File: config.mk
export PLATFORM = sky130hd
export DESIGN_NAME = seq_pattern_gen
export DESIGN_NICKNAME = d
export VERILOG_FILES = /design/src/rtl/seq_pkg.sv /design/src/rtl/seq_pattern_gen.sv
export SDC_FILE = /design/constraint.sdc
export NUM_CORES = 1
export LEC_CHECK = 0
export CAP_MARGIN = 10
export CORE_ASPECT_RATIO = 0.6
export CORE_MARGIN = 3
export CORE_UTILIZATION = 51
export CTS_CLUSTER_DIAMETER = 50
export DETAILED_ROUTE_END_ITERATION = 12
export GPL_TIMING_DRIVEN = 0
export PLACE_DENSITY = 0.82
export SYNTH_ARGS = -nofsm -noshare
export SYNTH_HDL_FRONTEND = slang
export SYNTH_SLANG_ARGS = --single-unit
File: constraint.sdc
create_clock -name clk -period 2.47 [get_ports clk]
set_input_delay 0.494 -clock clk [delete_from_list [all_inputs] [get_ports clk]]
set_output_delay 0.494 -clock clk [all_outputs]
set_load 0.005 [all_outputs]
File: src/rtl/seq_pkg.sv
`default_nettype none
// ============================================================================
//  Module : seq_pkg
//  Brief  : Shared types and helpers for the serial pattern generator.
//  Rev    : 1.0
// ============================================================================
package seq_pkg;

   localparam int PAT_W_DEF = 8;
   localparam int LEN_W     = $clog2(PAT_W_DEF) + 1;

   typedef enum logic [1:0] {
      ST_IDLE  = 2'd0,
      ST_SHIFT = 2'd1,
      ST_DONE  = 2'd2
   } state_t;

   // A length of zero or anything beyond the pattern register means "full width".
   function automatic int unsigned clamp_len(input int unsigned len_in,
                                             input int unsigned max_len);
      return ((len_in == 0) || (len_in > max_len)) ? max_len : len_in;
   endfunction

endpackage
`default_nettype wire

File: src/rtl/seq_pattern_gen.sv
`default_nettype none
// ============================================================================
//  Module : seq_pattern_gen
//  Brief  : Serial bit-pattern transmitter, MSB-first, repeated reps+1 times.
//  Rev    : 1.0
// ============================================================================
module seq_pattern_gen
   import seq_pkg::*;
#(
   parameter int   PAT_W    = 8,
   parameter int   REP_W    = 4,
   parameter logic IDLE_BIT = 1'b0
) (
   input  logic                   clk,
   input  logic                   rst,
   input  logic                   start,
   input  logic [PAT_W-1:0]       pattern,
   input  logic [$clog2(PAT_W):0] len,
   input  logic [REP_W-1:0]       reps,
   input  logic                   abort,
   output logic                   ready,
   output logic                   x,
   output logic                   x_valid,
   output logic                   done
);

   localparam int LW = $clog2(PAT_W) + 1;
   localparam int IW = (PAT_W > 1) ? $clog2(PAT_W) : 1;

   state_t           state, state_n;
   logic [PAT_W-1:0] pat_q, pat_n;
   logic [IW-1:0]    last_q, last_n;
   logic [IW-1:0]    bit_idx, bit_n;
   logic [REP_W-1:0] rep_cnt, rep_n;
   logic             x_n, x_valid_n, done_n;
   logic [LW-1:0]    len_c;
   logic [IW-1:0]    last_in;

   always_comb begin
      len_c   = LW'(clamp_len(32'(len), PAT_W));
      last_in = IW'(len_c - LW'(1));
   end

   // Outputs are computed for the next cycle so x always shows pat_q[bit_idx] in SHIFT.
   always_comb begin
      state_n   = state;
      pat_n     = pat_q;
      last_n    = last_q;
      bit_n     = bit_idx;
      rep_n     = rep_cnt;
      x_n       = IDLE_BIT;
      x_valid_n = 1'b0;
      done_n    = 1'b0;
      case (state)
         ST_IDLE: begin
            if (start && !abort) begin
               pat_n     = pattern;
               last_n    = last_in;
               bit_n     = last_in;
               rep_n     = reps;
               x_n       = pattern[last_in];
               x_valid_n = 1'b1;
               state_n   = ST_SHIFT;
            end
         end
         ST_SHIFT: begin
            if (abort) begin
               state_n = ST_IDLE;
            end else if (bit_idx == '0) begin
               if (rep_cnt != '0) begin
                  rep_n     = rep_cnt - REP_W'(1);
                  bit_n     = last_q;
                  x_n       = pat_q[last_q];
                  x_valid_n = 1'b1;
               end else begin
                  state_n = ST_DONE;
                  done_n  = 1'b1;
               end
            end else begin
               bit_n     = bit_idx - IW'(1);
               x_n       = pat_q[bit_n];
               x_valid_n = 1'b1;
            end
         end
         ST_DONE: begin
            state_n = ST_IDLE;
         end
         default: begin
            state_n = ST_IDLE;
         end
      endcase
   end

   always_ff @(posedge clk) begin
      if (rst) begin
         state   <= ST_IDLE;
         pat_q   <= '0;
         last_q  <= '0;
         bit_idx <= '0;
         rep_cnt <= '0;
         x       <= IDLE_BIT;
         x_valid <= 1'b0;
         done    <= 1'b0;
      end else begin
         state   <= state_n;
         pat_q   <= pat_n;
         last_q  <= last_n;
         bit_idx <= bit_n;
         rep_cnt <= rep_n;
         x       <= x_n;
         x_valid <= x_valid_n;
         done    <= done_n;
      end
   end

   assign ready = (state == ST_IDLE);

endmodule
`default_nettype wire
### Yosys cells after proc, flatten, opt, wreduce, memory -nomap -nowiden

Index checks and enable logic that the tools add are counted.

* word-level logic and storage cells: 71
* flip-flop bits (word level): 23

* mux-type cells: 33
* $add $sub $neg: 3
* reduce and logical (&&, ||, !) cells: 13
* equal/unequal tests: 8
* order comparisons: 4
* bitwise gates (word level): 2

Operators by type and width (count)
* $mux 4: 4
* $mux 3: 5
* $lt 3x4->1 const B: 3
* $mux 1: 12
* $bmux 1 s3: 3
* $ne 3x3->1 const B: 3
* $mux 2: 4
* $pmux 4 s2: 1
* $ne 2x2->1 const B: 3
* $pmux 3 s2: 1
* $sub 3x1->3 const B: 2
* $reduce_and 5->1: 1
* $gt 4x4->1 const B: 1
* $logic_not 4->1: 1
* $pmux 1 s2: 2
* $pmux 2 s2: 1
* $reduce_and 4->1: 1
* $reduce_bool 4->1: 1
* $reduce_or 4->1: 1
* $sub 4x1->4 const B: 1
* $logic_not 3->1: 1
* $reduce_and 3->1: 1
* $eq 2x1->1 const B: 1
* $logic_not 2->1: 1
* other kinds (7): 8

### Longest topological paths before layout

* word-level depth: 8
* mapped depth: 7

### Least setup slack after synthesis

OpenSTA, ideal clock, no wires.

* path kind: input port to flip-flop
* start: in len[0]
* end: reg x
* arrival: 2032 ps
* path buffers: 0
* path slack: 317 ps
* stages: 7
* cell sequence: nor2b_1 inv_1 ha_1 xnor2_1 mux4_2 mux2i_1 o21ai_0

* cells in the longest elaborated chain, start to end: 8
* elaborated cells on any way between the ends: 9

RTL lines
* start: declaration: RTL line seq_pattern_gen.sv:18 `input logic [$clog2(PAT_W):0] len,`
* $gt 4x4->1 or $logic_not 4->1 (tied branches): RTL line seq_pkg.sv:21 `return ((len_in == 0) || (len_in > max_len)) ? max_len : len_in;`
* $logic_or 1x1->1: RTL line seq_pkg.sv:21
* $mux 3 *: RTL line seq_pkg.sv:21
* $sub 3x1->3 *: RTL line seq_pattern_gen.sv:41 `last_in = IW'(len_c - LW'(1));`
* named net last_in[0]: RTL line seq_pattern_gen.sv:37 `logic [IW-1:0] last_in;`
* $bmux 1 s3 *: RTL line seq_pattern_gen.sv:61 `x_n = pattern[last_in];`
* $mux 1 (implied by the code) *: RTL line seq_pattern_gen.sv:61
* $mux 1 *: RTL line seq_pattern_gen.sv:56 `if (start && !abort) begin`
* $pmux 1 s2 *: RTL line seq_pattern_gen.sv:54 `case (state)`
* end signal: assignment: RTL line seq_pattern_gen.sv:110 `x <= x_n;`
* end: declaration: RTL line seq_pattern_gen.sv:22 `output logic x,`

Mark *: on every way through the listed nets, which the timed path passes. The rest lies on a longest branch. The select of a mux whose other input is x is not followed.
A chain may end at the register's enable or synchronous reset.

### Final worst setup path

* start: in len[3]
* end: reg x

* cells in the longest elaborated chain, start to end: 8
* elaborated cells on any way between the ends: 9

RTL lines (RTL line)
* $gt 4x4->1 or $logic_not 4->1 (tied branches): seq_pkg.sv:21
* $logic_or 1x1->1 *: seq_pkg.sv:21
* $mux 3 *: seq_pkg.sv:21
* $sub 3x1->3 *: seq_pattern_gen.sv:41
* named net last_in[0]: seq_pattern_gen.sv:37
* $bmux 1 s3 *: seq_pattern_gen.sv:61
* $mux 1 (implied by the code) *: seq_pattern_gen.sv:61
* $mux 1 *: seq_pattern_gen.sv:56
* $pmux 1 s2 *: seq_pattern_gen.sv:54

Marks and branches as above.

==> summary.md <==
| Metric | Value |
|---|---|
| Number of synthesized register bits | `23` |
| Met2 Wirelength | `between 1000 and 1500 um` |
| Tmin final | `~2.3 ns` |
| Iteration-0 DRC Markers | `between 100 and 150` |
| Max_slew headroom | `between 40% and 50%` |
| CP Capture Type | `flop` |
| Hold WC Path Type | `flop to flop` |
| Max-Cap Viols | `0` |
| Die area | `about 3100 sq um` |
| Final period util | `93.8%` |
| Die Y | `between 40 and 50 um` |
| Port Buffers | `23` |
| Gpl congestion | `just under 0.9` |
| Synth Cell Area | `approximately 1300 sq um` |
| Syn Inst Count | `142` |
| FFs w/ async S/R, synth | `0%` |
| # rows | `13` |
| Synth cell types | `32` |
| Hold-fix buffers, CTS | `0` |
| Final Hold Viols | `0` |
| Final Slew Violations | `0` |
| CP arrival | `~2.5 ns` |
| M1 WL | `around 1500 um` |
| Pwr Density | `about 550 nW/um^2` |
| Via/cell ratio | `a little under 6` |
| CTS Buffer Depth | `2` |
| Slew @ Worst Pin | `0.776 ns` |
| Sequential area share after synthesis | `between 30 and 40%` |
| Vias in the first global route | `around 1100` |
| Status | `finished clean` |
| Share of cells above drive strength 1 | `14.0%` |
| Startpoint Class | `input port` |
| WL per Instance | `16.4 um` |
| Residual DRC | `0` |
| EDFF count, synth | `0` |
| Routed via count | `roughly 1200` |
| Max VDD drop | `about 0.00028 V` |
| Worst-skew pair later-pin latency | `~0.27 ns` |
| Syn Area/Cell | `approximately 8.9 sq um` |
| RSZ-0062 raised after global routing | `false` |
| Fill count | `about 180` |
| Worst-path maximum fanout | `4` |
| Final clock skew | `~0.0049 ns` |
| Global-route wire length before repair | `roughly 5400 um` |
| Clk slew on worst S/H paths | `0.08 ns` |
| Synthesized Nets | `about 170` |
| Max Clock Freq | `431 MHz` |
| TNS Setup | `0 ns` |
| Hpwl dp | `approximately 2400 um` |
| DIE WIDTH | `70.3 um` |
| Met3 WL | `between 200 and 300 um` |
| TritonCTS clock tree | `done` |
| Setup Crit Path Kind | `input port to flop` |
| Cell area after layout | `roughly 1600 sq um` |
| DRT antenna net count | `0` |
| Antenna violations before repair | `0` |
| Uppermost layer routed | `met4` |
| DRT Pass-1 Iters | `4` |
| Leading cell types in the layout, fill and taps excluded | `nand2_1, dfxtp_1, clkdlybuf4s50_1` |
| Area post-placement | `roughly 1500 sq um` |
| Crit path required time | `~2.6 ns` |
| Core ar. | `roughly 2300 sq um` |
| Leakage | `0.591 nW` |
| Final worst slack | `approximately 0.15 ns` |
| Clock root buffer | `clkbuf_8` |
| Gr ovfl total | `0` |
| Initial Util | `55.9%` |
| Largest net degree at the start of global routing | `14` |
| Clock sinks | `23` |
| H-tree depth | `1` |
| Synth warn | `0` |
| Final #Nets | `between 150 and 200` |
| IO Count | `24` |
| Dpl ws | `-0.456 ns` |
| Antenna diodes | `0` |
| Total CTS buffers | `3` |
| Final Setup Violations | `0` |
| Total GRT Usage | `approximately 22%` |
| Post-synth top flop | `dfxtp_1` |
| WL final | `approximately 3300 um` |
| Area grow syn2layout | `27.7%` |
## Yosys cell counts (3+ instances only)
library cell / number / area, sq um
a211o_1: 3 / 26.3
a211oi_1: 6 / 45.0
a21oi_1: 13 / 65.1
clkbuf_1: 4 / 15.0
dfxtp_1: 23 / 460
ha_1: 4 / 50.1
inv_1: 7 / 26.3
mux2i_1: 5 / 50.1
mux4_2: 6 / 135
nand2_1: 23 / 86.3
nand2b_1: 4 / 25.0
nor2_1: 13 / 48.8
nor2b_1: 3 / 18.8
o21ai_0: 4 / 20.0
or3_1: 4 / 25.0
## sequential cells by signal, indices dropped and copies added, names as in the netlist
register / cells
x_valid: 1
state: 2
bit_idx: 3
last_q: 3
done: 1
rep_cnt: 4
x: 1
pat_q: 8
## per-stage QoR
stage               std cells  util, %  hold slack (ns)  power [mW]
detailed placement        195     67.7            0.467       0.649
finish                    201     71.4            0.479       0.892
CTS                       199     70.2            0.479       0.882
global route              201     71.4            0.493       0.926
global placement          195     67.7            0.447       0.638
floorplan                 142        -            0.436       0.568
## final cells by class
| class | count | area (sq um) | share of cell area, % |
|---|---|---|---|
| timing repair buffer | 25 | 245 | 15.2 |
| multi-input combinational | 106 | 767 | 47.5 |
| clock inverter | 1 | 5.00 | 0.310 |
| tap | 30 | 37.5 | 2.33 |
| buffer | 6 | 31.3 | 1.94 |
| sequential | 23 | 460 | 28.5 |
| inverter | 7 | 26.3 | 1.63 |
| clock buffer | 3 | 41.3 | 2.56 |
## critical path: stages
cell and delay, ns:
clkdlybuf4s50_1 0.47, nor2b_4 0.20, inv_1 0.06, ha_1 0.23
xnor2_2 0.22, mux4_2 0.53, mux2i_1 0.17, o21ai_0 0.10
## what timing repair did
| item | in CTS | in global routing |
|---|---|---|
| pin swaps | 0 | 1 |
| resized for setup | 2 | 2 |
| gates cloned | 0 | 0 |
| setup buffers | 0 | 2 |
| setup endpoints to repair | 1 | 11 |
## per-layer routing
metal  vias up  GRT usage [%]
met2        58           34.6
met5         -              0
met1       554           30.4
li1        562              -
met3         9           6.35
met4         0           8.02
## path summary, 6_finish.rpt
check / from / endpoint / slack (ns) / cells after the start
hold / removal: pat_q[5] / pat_q[5] / 0.48 / 2
hold reg to reg: pat_q[5] / pat_q[5] / 0.48 / 2
setup / recovery: len[3] / x / 0.15 / 8
setup reg to reg: bit_idx[0] / bit_idx[1] / 0.21 / 7
## where the power goes
group	switching (mW)	leakage, nW	internal (mW)
combinational	0.118	0.378	0.123
clock	0.119	0.0255	0.113
sequential	0.0243	0.188	0.395
## cell families after synthesis
group,after synthesis,synth area share [%]
xor gates and xnor gates,1,0.693
muxes,13,16.4
AOI/OAI and AO/OA,33,17.4
DFF,23,36.4
and+or+nand+nor,55,20.5
buffers and inverters,13,4.55
adders and majority gates,4,3.96
Power figures use the tool's default switching activity.
